### src/rtl/memory_stage_if.sv
// Data-memory request/response bus between the M stage and data memory.
// The stage drives the request side; memory answers with ready/rdata.
interface memory_stage_if;
  logic        dmem_req;
  logic        dmem_we;
  logic [63:0] dmem_addr;
  logic [63:0] dmem_wdata;
  logic        dmem_ready;
  logic [63:0] dmem_rdata;

  modport master (
    output dmem_req, dmem_we, dmem_addr, dmem_wdata,
    input  dmem_ready, dmem_rdata
  );

  modport slave (
    input  dmem_req, dmem_we, dmem_addr, dmem_wdata,
    output dmem_ready, dmem_rdata
  );
endinterface

### src/rtl/memory_stage.sv
// Y86-64 memory stage: issues data-memory accesses for the instruction in the
// M register, produces m_valM/m_stat for forwarding, and owns the W register.
// The pipeline stalls (bubbles into W) while an access waits on dmem_ready.
// Optional build macro MEM_TIMEOUT_EN: abort a WAIT after TIMEOUT cycles and
// report it as an address error.
module memory_stage #(
  parameter int MEM_BYTES = 8192,
  parameter int TIMEOUT   = 16
) (
  input  logic                 clk,
  input  logic                 rst_n,
  input  logic [3:0]           M_stat,
  input  logic [3:0]           M_icode,
  input  logic                 M_Cnd,
  input  logic [63:0]          M_valE,
  input  logic [63:0]          M_valA,
  input  logic [3:0]           M_destE,
  input  logic [3:0]           M_destM,
  memory_stage_if.master       dmem,
  output logic [63:0]          m_valM,
  output logic [3:0]           m_stat,
  output logic                 m_stall,
  output logic [3:0]           W_stat,
  output logic [3:0]           W_icode,
  output logic [63:0]          W_valE,
  output logic [63:0]          W_valM,
  output logic [3:0]           W_destE,
  output logic [3:0]           W_destM
);

  localparam logic [3:0]  S_AOK    = 4'h1;
  localparam logic [3:0]  S_ADR    = 4'h3;
  localparam logic [3:0]  I_NOP    = 4'h1;
  localparam logic [3:0]  R_NONE   = 4'hF;
  localparam logic [63:0] ADDR_MAX = 64'(MEM_BYTES - 8);

  typedef enum logic {S_IDLE, S_WAIT} state_t;
  state_t state, state_nxt;

  // Condition flag is not needed here; TIMEOUT only matters with the macro.
  logic [1:0] unused_sig;
  assign unused_sig = {M_Cnd, TIMEOUT > 0};

  // Access decode: which instructions touch memory, in which direction, where.
  logic        access, is_read, illegal, suppress, timed_out;
  logic [63:0] addr;

  always_comb begin
    access  = 1'b0;
    is_read = 1'b0;
    addr    = M_valE;
    case (M_icode)
      4'h4, 4'h8, 4'hA: access = 1'b1;
      4'h5:             begin access = 1'b1; is_read = 1'b1; end
      4'h9, 4'hB:       begin access = 1'b1; is_read = 1'b1; addr = M_valA; end
      default:          ;
    endcase
  end

  assign illegal  = access && (addr > ADDR_MAX);
  // Never touch memory once an exception is in M or already in W.
  assign suppress = (M_stat != S_AOK) || (W_stat != S_AOK);

`ifdef MEM_TIMEOUT_EN
  localparam int CNT_W = $clog2(TIMEOUT + 1);
  logic [CNT_W-1:0] wait_cnt;

  assign timed_out = (state == S_WAIT) && (wait_cnt == CNT_W'(TIMEOUT - 1));

  // Wait counter: counts WAIT cycles, clears whenever WAIT is left.
  always_ff @(posedge clk or negedge rst_n) begin
    if (!rst_n)                                        wait_cnt <= '0;
    else if (state == S_WAIT && state_nxt == S_WAIT)   wait_cnt <= wait_cnt + 1'b1;
    else                                               wait_cnt <= '0;
  end
`else
  assign timed_out = 1'b0;
`endif

  // FSM state register.
  always_ff @(posedge clk or negedge rst_n) begin
    if (!rst_n) state <= S_IDLE;
    else        state <= state_nxt;
  end

  // FSM next state: enter WAIT on an unanswered request, leave on ready/drop.
  always_comb begin
    state_nxt = state;
    case (state)
      S_IDLE: if (dmem.dmem_req && !dmem.dmem_ready) state_nxt = S_WAIT;
      S_WAIT: if (!dmem.dmem_req || dmem.dmem_ready) state_nxt = S_IDLE;
      default: state_nxt = S_IDLE;
    endcase
  end

  // FSM outputs: bus drive, stall, forwarded status and read data.
  // rst_n gates req so an aborted access disappears immediately on reset.
  always_comb begin
    dmem.dmem_req   = rst_n && access && !illegal && !suppress && !timed_out;
    dmem.dmem_we    = access && !is_read;
    dmem.dmem_addr  = addr;
    dmem.dmem_wdata = M_valA;
    m_stall         = dmem.dmem_req && !dmem.dmem_ready;
    m_valM          = (dmem.dmem_req && dmem.dmem_ready && is_read) ? dmem.dmem_rdata : 64'd0;
    m_stat          = (illegal || timed_out) ? S_ADR : M_stat;
  end

  // W pipeline register: bubble while stalled, otherwise take the M result.
  always_ff @(posedge clk or negedge rst_n) begin
    if (!rst_n) begin
      W_stat  <= S_AOK;
      W_icode <= I_NOP;
      W_valE  <= '0;
      W_valM  <= '0;
      W_destE <= R_NONE;
      W_destM <= R_NONE;
    end else if (m_stall) begin
      W_stat  <= S_AOK;
      W_icode <= I_NOP;
      W_valE  <= '0;
      W_valM  <= '0;
      W_destE <= R_NONE;
      W_destM <= R_NONE;
    end else begin
      W_stat  <= m_stat;
      W_icode <= M_icode;
      W_valE  <= M_valE;
      W_valM  <= m_valM;
      W_destE <= M_destE;
      W_destM <= M_destM;
    end
  end

endmodule

### src/flat_wrapper.sv
// flat-port wrapper written by rule: the top's interface ports become plain ports
module memory_stage_flat 
#(
  parameter int MEM_BYTES = 8192,
  parameter int TIMEOUT   = 16
)
  (clk, rst_n, M_stat, M_icode, M_Cnd, M_valE, M_valA, M_destE, M_destM, m_valM, m_stat, m_stall, W_stat, W_icode, W_valE, W_valM, W_destE, W_destM, dmem_dmem_req, dmem_dmem_we, dmem_dmem_addr, dmem_dmem_wdata, dmem_dmem_ready, dmem_dmem_rdata);
  memory_stage_if dmem_i ();
  input  logic clk;
  input  logic rst_n;
  input  logic [3:0] M_stat;
  input  logic [3:0] M_icode;
  input  logic M_Cnd;
  input  logic [63:0] M_valE;
  input  logic [63:0] M_valA;
  input  logic [3:0] M_destE;
  input  logic [3:0] M_destM;
  output logic [63:0] m_valM;
  output logic [3:0] m_stat;
  output logic m_stall;
  output logic [3:0] W_stat;
  output logic [3:0] W_icode;
  output logic [63:0] W_valE;
  output logic [63:0] W_valM;
  output logic [3:0] W_destE;
  output logic [3:0] W_destM;
  output wire logic [$bits(dmem_i.dmem_req)-1:0] dmem_dmem_req;
  output wire logic [$bits(dmem_i.dmem_we)-1:0] dmem_dmem_we;
  output wire logic [$bits(dmem_i.dmem_addr)-1:0] dmem_dmem_addr;
  output wire logic [$bits(dmem_i.dmem_wdata)-1:0] dmem_dmem_wdata;
  input wire logic [$bits(dmem_i.dmem_ready)-1:0] dmem_dmem_ready;
  input wire logic [$bits(dmem_i.dmem_rdata)-1:0] dmem_dmem_rdata;
  assign dmem_dmem_req = dmem_i.dmem_req;
  assign dmem_dmem_we = dmem_i.dmem_we;
  assign dmem_dmem_addr = dmem_i.dmem_addr;
  assign dmem_dmem_wdata = dmem_i.dmem_wdata;
  assign dmem_i.dmem_ready = dmem_dmem_ready;
  assign dmem_i.dmem_rdata = dmem_dmem_rdata;
  memory_stage #(.MEM_BYTES(MEM_BYTES), .TIMEOUT(TIMEOUT)) u_core (.clk(clk), .rst_n(rst_n), .M_stat(M_stat), .M_icode(M_icode), .M_Cnd(M_Cnd), .M_valE(M_valE), .M_valA(M_valA), .M_destE(M_destE), .M_destM(M_destM), .dmem(dmem_i), .m_valM(m_valM), .m_stat(m_stat), .m_stall(m_stall), .W_stat(W_stat), .W_icode(W_icode), .W_valE(W_valE), .W_valM(W_valM), .W_destE(W_destE), .W_destM(W_destM));
endmodule
### config.mk
export PLATFORM = sky130hd
export DESIGN_NAME = memory_stage_flat
export DESIGN_NICKNAME = d
export VERILOG_FILES = /design/src/rtl/memory_stage_if.sv /design/src/rtl/memory_stage.sv /design/src/flat_wrapper.sv
export SDC_FILE = /design/constraint.sdc
export NUM_CORES = 1
export LEC_CHECK = 0
export BUFFER_PORTS_ARGS = -buffer_cell sky130_fd_sc_hd__buf_2
export CORE_AREA = 4 4 214 216
export DETAILED_ROUTE_END_ITERATION = 16
export DIE_AREA = 0 0 218 220
export PLACE_DENSITY = 0.46
export REMOVE_ABC_BUFFERS = 1
export SYNTH_ARGS = -nofsm -noshare
export SYNTH_HDL_FRONTEND = slang
export SYNTH_SLANG_ARGS = --single-unit
### constraint.sdc
create_clock -name clk -period 3 [get_ports clk]
set_input_delay 0.45 -clock clk [delete_from_list [all_inputs] [get_ports clk]]
set_output_delay 0.45 -clock clk [all_outputs]
set_load 0.05 [all_outputs]
==> results of run 1 <==
-- Yosys cell counts (2+ instances only) --
library cell / count / area share [%]
and2b_1: 15 / 1.7
and3_1: 128 / 12
buf_1: 2 / 0.11
buf_2: 5 / 0.37
buf_4: 67 / 7.4
clkbuf_1: 30 / 1.7
clkbuf_2: 10 / 0.73
dfrtp_1: 134 / 49
dfstp_2: 10 / 3.9
nand2_1: 194 / 11
nand3_1: 2 / 0.15
nand4_1: 10 / 0.92
nor2_1: 7 / 0.39
nor2b_1: 53 / 4.9
nor3_1: 4 / 0.29
nor3b_1: 2 / 0.22
nor4_1: 24 / 2.2
o21a_1: 4 / 0.44
o21bai_1: 4 / 0.44
or2_2: 10 / 0.92
or3_4: 3 / 0.50
-- power breakdown --
part	leakage, nW	internal [mW]	switching, mW
Clock	0.283	1.36	0.882
Sequential	1.82	2.00	0.0155
Combinational	4.84	0.375	0.997
-- flip-flops by register name (all words and copies together), names as in the netlist --
name            cells
u_core.W_destE      4
u_core.W_destM      4
u_core.W_icode      4
u_core.W_valE      64
u_core.W_valM      64
u_core.W_stat       4
-- area by class of cell --
cell class	count	area [µm²]
Fill cell	4775	31700
Timing Repair Buffer	690	4560
Sequential cell	144	3620
Multi-Input combinational cell	469	2740
Tap cell	592	741
Clock buffer	21	460
Clock inverter	11	154
Antenna cell	2	5.00
-- per-stage QoR --
step	setup TNS (ns)	setup WS, ns
after CTS	-18.52	-0.348
after detailed placement	-67.81	-0.715
after floorplan	-574.64	-3.95
after global placement	-61.47	-0.679
after global routing	-19.84	-0.325
final	-11.27	-0.203
-- logic make-up after synthesis --
kind of cell | synth area share [%]
compound gates | 1.72
buf+inv | 10.2
flops | 53.0
simple gates | 35.1
-- critical path: stages --
cell and delay [ns]:
buf_2 0.12, nor4_2 0.32, buf_4 0.18, nand3_2 0.13, or3_4 0.44, a221oi_4 0.29, buf_6 0.14, buf_12 0.15
buf_12 0.15, and3_1 0.19, buf_6 0.17
-- per-layer routing --
layer / vias to the layer above / track usage (%) / part of all wire (%)
li1: 3538 / - / -
met2: 390 / 24.0 / 50
met4: 0 / 5.67 / 2.8
met3: 40 / 3.94 / 8.0
met1: 3541 / 15.4 / 39
met5: - / 0 / 0
-- repair_timing --
action,in CTS,in global routing
setup endpoints to repair,70,70
gates cloned,3,0
resized for setup,152,33
setup buffers,15,6
pin swaps,11,13
-- layout by cell type (no fill, tap or decap), types with 3 or more instances in the layout --
| master | synthesis | layout |
|---|---|---|
| dfrtp_1 | 134 | 134 |
| nor4_2 | 0 | 5 |
| buf_4 | 67 | 122 |
| nand4_1 | 10 | 10 |
| nor2_1 | 7 | 7 |
| clkinvlp_4 | 0 | 5 |
| nand2_1 | 194 | 194 |
| and3_1 | 128 | 103 |
| nor2b_1 | 53 | 53 |
| or3_4 | 3 | 3 |
| clkbuf_16 | 0 | 17 |
| and2b_1 | 15 | 15 |
| buf_12 | 0 | 22 |
| buf_6 | 0 | 50 |
| buf_2 | 5 | 480 |
| o21a_1 | 4 | 3 |
| buf_8 | 0 | 16 |
| and3_4 | 0 | 25 |
| nor3_1 | 4 | 4 |
| bufinv_16 | 0 | 3 |
| or2_2 | 10 | 10 |
| nor4_1 | 24 | 18 |
| dfstp_2 | 10 | 10 |
-- worst max-delay path by stage --
stage	from	cells after the start	slack, ns	endpoint
floorplan	M_icode[2]	4	-3.95	m_valM[0]
global placement	M_valA[38]	10	-0.68	m_valM[10]
detailed placement	M_valA[38]	10	-0.71	m_valM[10]
CTS	M_valA[57]	12	-0.35	m_valM[8]
global route	M_valA[45]	11	-0.33	m_valM[56]
finish	M_valA[46]	11	-0.20	m_valM[61]
==> summary.txt, run 1 <==
Clock tree
  • TritonCTS sink count: around 140
  • Maximum buffer depth of the clock tree: 2
  • H-tree lvl count: 4
  • Hold Buf Count CTS: 0
  • TritonCTS clock tree: yes
  • Inserted Clock Buffers: 17
  • Clock-pin slew of the registers on the worst-case setup and hold paths: roughly 0.060 ns
  • Insertion delay of the later-clocked pin in the worst-skew pair: between 0.4 and 0.5 ns
  • Root Buffer: clkbuf_16

Setup path
  • Data arrival time of the critical path: between 2 and 3 ns
  • Worst reg2reg endpoint: u_core.W_valE[17]$_DFF_PN0_
  • Worst endpoint required time: about 2.6 ns
  • Critical path class: input port to output port
  • CP Capture Type: output port
  • R2r setup slk: just over 0.4 ns
  • Nature of the critical path startpoint: input port
  • Startpoint of the lowest-slack register-to-register path: u_core.W_stat[0]$_DFF_PN1_
  • Count of cells along the worst register-to-register path: 9
  • Maximum net fanout on the critical path: 18

Drt
  • Vias per cell: ~4
  • Post-detailed-routing wire length: 34400 µm
  • Count of nets left with antenna violations after detail routing: 0
  • Routed via count: about 7500
  • Residual DRC count: 0
  • Number of optimization iterations in the first detailed-route pass: 6
  • Wire length per cell after detailed routing: 17.8 µm
  • Count of routing violations after the opening detailed-route iteration: 277

Pwr
  • Leakage power summed over all cells: 6.94 nW
  • IR Drop Worst-Case VDD: between 200 and 250 µV
  • Power per unit of standard cell area: roughly 460 nW/µm²
  • Post-layout power: 5.63 mW

Placed design
  • Final weighted congestion in routability-driven placement: 0.931
  • Cells after DPL: about 1900
  • Post-DP HPWL: between 20000 and 30000 µm
  • Placed cell areas: ~11000 µm²
  • Total of buffers placed on input and output ports: 553

STA
  • Final Slew Violations: 0
  • Number of setup violations in the final report: 68
  • Ratio of final minimum period to clock period: 107%
  • Worst max-slew margin expressed relative to the limit: between 40% and 50%
  • Highest attainable clock frequency: around 0.31 GHz
  • Post-layout worst setup margin: -0.203 ns
  • Min Tclk post-route: about 3.2 ns
  • Hold slack final: roughly 0.045 ns
  • RSZ-0062 raised after global routing: true
  • Final Skew: between 0.006 and 0.007 ns
  • Slew at the pin closest to its max-slew limit: around 0.79 ns
  • Fin. Hold Viols: 0

Yosys
  • Sequential share of the synthesized area: 53.0%
  • Total number of yosys warnings: 0
  • Most instantiated flip-flop cell in the synthesis netlist: dfrtp_1
  • Count of flip-flops with a built-in enable after synthesis: 0
  • FF+latch count, synth: roughly 140
  • Synthesized instance count: a little over 700
  • Post-Synthesis Mean Instance Area: around 9.4 µm²
  • Post-Synthesis Cell Area: between 6000 and 7000 µm²
  • Number of distinct library cells after synthesis: 30
  • Fraction of registers with async set/reset: between 90% and 100%

Finish
  • Number of nets in the final layout: 1534
  • Fin cells: 1929
  • Area of all placed cells without fillers: ~12000 µm²
  • Fraction of final layout cells sized beyond drive strength 1: 58.7%
  • Utilization after layout: 28.0%
  • Area growth from synthesis to layout: 79.9%

Die
  • Std-Cell Core Area: 43900 µm²
  • Horizontal die dimension: 218 µm
  • Row Count: 77
  • Starting Density: 15.5%
  • Top Ports: 555
  • Die area: around 48000 µm²
  • Vert. Die Dim: roughly 220 µm

Flow run
  • Number of max-cap violations: 0

GRT
  • Initial antenna violation count: 1
  • Total global-route track usage: 13.6%
  • Global-route wire length before repair: about 48000 µm
  • Final global-route overflow total: 0
  • Pin count of the biggest net entering global routing: 62
  • Number of global-route vias before repair: between 7000 and 8000

Hold path
  • Class of the tightest hold or removal check: input port to async pin

Status
  • Result of the run: finished with violations
  • Violations in the final reports: setup timing
(Power assumes the default switching activity.)
==> run 2, diff against run 1 <==
--- a/config.mk
+++ b/config.mk
@@ -9,7 +9,7 @@
 export CORE_AREA = 4 4 214 216
 export DETAILED_ROUTE_END_ITERATION = 16
 export DIE_AREA = 0 0 218 220
-export PLACE_DENSITY = 0.46
+export PLACE_DENSITY = 0.48
 export REMOVE_ABC_BUFFERS = 1
 export SYNTH_ARGS = -nofsm -noshare
 export SYNTH_HDL_FRONTEND = slang
==> run 2 against run 1 <==
- the run still ends with setup timing left
- register-to-register slack better by 0.10 ns
- wire length increased by 1.5%
- worst hold slack improved by 0.14 ns
- count of clock-buffer cells in the layout decreased by 2
- clock power fell by 4%
- final cell count decreased by 0.67%
- critical path depth decreased by 1
- via count decreased by 1.1%
- clock skew up 0.0032 ns
- combinational power about the same
==> summary.txt, run 2 (synthesis results as in run 1) <==
Status
  • Violations in the final reports: setup timing
  • Result of the run: finished with violations

Setup path
  • Worst reg2reg endpoint: u_core.W_valE[15]$_DFF_PN0_
  • Data arrival time of the critical path: 2.82 ns (+0.07 ns)
  • Sequence of cells on the critical path: buf_2, nor4_1, buf_4, nand4_1, or3_1, a221oi_4, buf_12, buf_12, and3_1, buf_6
  • Worst stage delay on the critical path: 0.46 ns (+0.02 ns)
  • Worst path bufs/invs: 5 (-1)
  • Critical path class: input port to output port
  • Levels on crit path: 10 (-1)
  • Maximum net fanout on the critical path: 30 (+12)
  • Slowest cell on the critical path: or3_1
  • Launching instance or port of the critical path: M_valA[58]
  • Worst endpoint required time: 2.55 ns (about the same)
  • CP Capture Type: output port
  • Critical path's most frequent cell: buf_12
  • Startpoint of the lowest-slack register-to-register path: u_core.W_stat[0]$_DFF_PN1_
  • R2r setup slk: 0.51 ns (+0.10 ns)
  • Count of cells along the worst register-to-register path: 9 (unchanged)
  • Nature of the critical path startpoint: input port
  • Delay-heaviest family, CP: simple AND/OR/NAND/NOR gates
  • Critical path endpoint: m_valM[35]

STA
  • Fin. Hold Viols: 0 (unchanged)
  • Number of setup violations in the final report: 66 (-2.9%)
  • Summed negative setup slack over all endpoints: -14.03 ns (-2.76 ns)
  • Slew at the pin closest to its max-slew limit: 0.946 ns (+0.152 ns)
  • RSZ-0062 raised after global routing: true
  • Final Skew: 0.00938 ns (+0.00317 ns)
  • Worst max-slew margin expressed relative to the limit: 37.0% (-10 points)
  • Min Tclk post-route: 3.27 ns (+0.0703 ns)
  • Post-layout worst setup margin: -0.273 ns (-0.0703 ns)
  • Ratio of final minimum period to clock period: 109% (+2.3 points)
  • Final Slew Violations: 0 (unchanged)
  • Highest attainable clock frequency: 0.306 GHz (-2.1%)

Hold path
  • Class of the tightest hold or removal check: input port to flop

Drt
  • Routed via count: 7425 (-1.1%)
  • Wire length per cell after detailed routing: 18.2 µm (+2.2%)
  • Post-detailed-routing wire length: 34900 µm (+1.5%)
  • Count of routing violations after the opening detailed-route iteration: 297 (+7.2%)
  • Count of nets left with antenna violations after detail routing: 0 (unchanged)
  • Number of optimization iterations in the first detailed-route pass: 4 (-2)
  • Residual DRC count: 0 (unchanged)
  • Vias per cell: 3.88 (-0.45%)

Die
  • Vert. Die Dim: 220 µm (unchanged)
  • Starting Density: 15.5% (unchanged)
  • Std-Cell Core Area: 43900 µm² (unchanged)
  • Top Ports: 555 (unchanged)
  • Horizontal die dimension: 218 µm (unchanged)
  • Die area: 48000 µm² (unchanged)
  • Row Count: 77 (unchanged)

Placed design
  • Placed cell areas: 11000 µm² (+1.2%)
  • Post-placement setup slack: -0.686 ns (+0.0285 ns)
  • Post-DP HPWL: 28400 µm (+3.5%)
  • Cells after DPL: 1875 (-0.16%)
  • Final weighted congestion in routability-driven placement: 0.949 (+2.0%)
  • Total of buffers placed on input and output ports: 553 (unchanged)

GRT
  • Number of global-route vias before repair: 7584 (-0.56%)
  • Total global-route track usage: 13.6% (+0.032 points)
  • Initial antenna violation count: 1 (unchanged)
  • Global-route wire length before repair: 48100 µm (-0.40%)
  • Pin count of the biggest net entering global routing: 72 (+16%)
  • Final global-route overflow total: 0 (unchanged)

Pwr
  • Post-layout power: 5.53 mW (-1.7%)
  • Leakage power summed over all cells: 6.91 nW (-0.48%)
  • Power per unit of standard cell area: 454 nW/µm² (-1.0%)
  • IR Drop Worst-Case VDD: 303 µV (+25%)

Clock tree
  • Root Buffer: clkbuf_16
  • TritonCTS sink count: 144 (unchanged)
  • TritonCTS clock tree: yes
  • Maximum buffer depth of the clock tree: 2 (unchanged)
  • H-tree lvl count: 4 (unchanged)
  • Clock-pin slew of the registers on the worst-case setup and hold paths: 0.07 ns (about the same)
  • Insertion delay of the later-clocked pin in the worst-skew pair: 0.45 ns (about the same)
  • Inserted Clock Buffers: 17 (unchanged)

Finish
  • Area growth from synthesis to layout: 78.7%
  • Fraction of final layout cells sized beyond drive strength 1: 58.0% (-0.75 points)
  • Largest registers: u_core.W_valE: 64 flops, u_core.W_valM: 64 flops
  • Area of all placed cells without fillers: 12200 µm² (-0.68%)
  • Number of nets in the final layout: 1522 (-0.78%)
  • Most frequent cells in the layout: buf_2 (480), nand2_1 (194), dfrtp_1 (134)
  • Most common cell after layout, fill and taps aside: buf_2
  • Fin cells: 1916 (-0.67%)

Flow run
  • Number of max-cap violations: 0 (unchanged)
==> run 2: how the worst min path moves through the flow <==
stage | from | to | cells past startpoint | slack [ns]
CTS | M_destE[3] | u_core.W_destE[3]$_DFF_PN1_ | 2 | 0.14
floorplan | rst_n | u_core.W_icode[1]$_DFF_PN0_ | 0 | 0.15
global placement | rst_n | u_core.W_valM[29]$_DFF_PN0_ | 2 | 0.50
detailed placement | rst_n | u_core.W_valE[54]$_DFF_PN0_ | 2 | 0.50
finish | M_destE[3] | u_core.W_destE[3]$_DFF_PN1_ | 2 | 0.19
global route | M_destE[1] | u_core.W_destE[1]$_DFF_PN1_ | 2 | 0.16
==> run 2: area by class of cell <==
class / count / area (µm²)
flip-flops and latches: 144 / 3620
clock buffers: 19 / 443
well taps: 592 / 741
clock inverters: 13 / 139
diodes: 1 / 2.50
repair buffers: 678 / 4530
multi-input cells: 469 / 2720
fillers: 4758 / 31700
==> run 2: where the power goes <==
| part | total [mW] | internal, mW | switching [mW] |
|---|---|---|---|
| clock network | 2.14 | 1.24 | 0.900 |
| registers | 2.02 | 2.00 | 0.0174 |
| logic | 1.37 | 0.371 | 0.998 |
| total | 5.53 | 3.62 | 1.92 |
==> run 2: layer usage <==
metal	share of wire, %	routed length (µm)	GRT usage (%)
met1	39	13500	15.1
met4	2.7	954	5.29
met2	50	17600	24.5
met3	7.9	2770	3.97
met5	0	0	0
==> run 2: metrics by stage <==
step | util (%) | hold slack [ns]
5_1_grt | 27.8 | 0.160
4_1_cts | 27.3 | 0.142
6_report | 27.8 | 0.186
3_5_place_dp | 25.0 | 0.497
2_1_floorplan | - | 0.154
3_3_place_gp | 25.0 | 0.499
==> run 2: repair_timing <==
action,4_1_cts,5_1_grt
gates cloned,0,2
endpoints found under the setup margin,70,69
endpoints found under the hold margin,21,0
buffers inserted,1,4
hold buffers,1,0
pin swaps,5,11
resized for setup,124,21
==> run 2: worst reg2reg max path: cells and delay by family, from the launching register on <==
kind / cells / cell delay (ns)
AND/OR/NAND/NOR: 3 / 0.69
buffers and inverters: 4 / 0.61
AO/OA/AOI/OAI: 2 / 0.56
flip-flops: 1 / 0.54
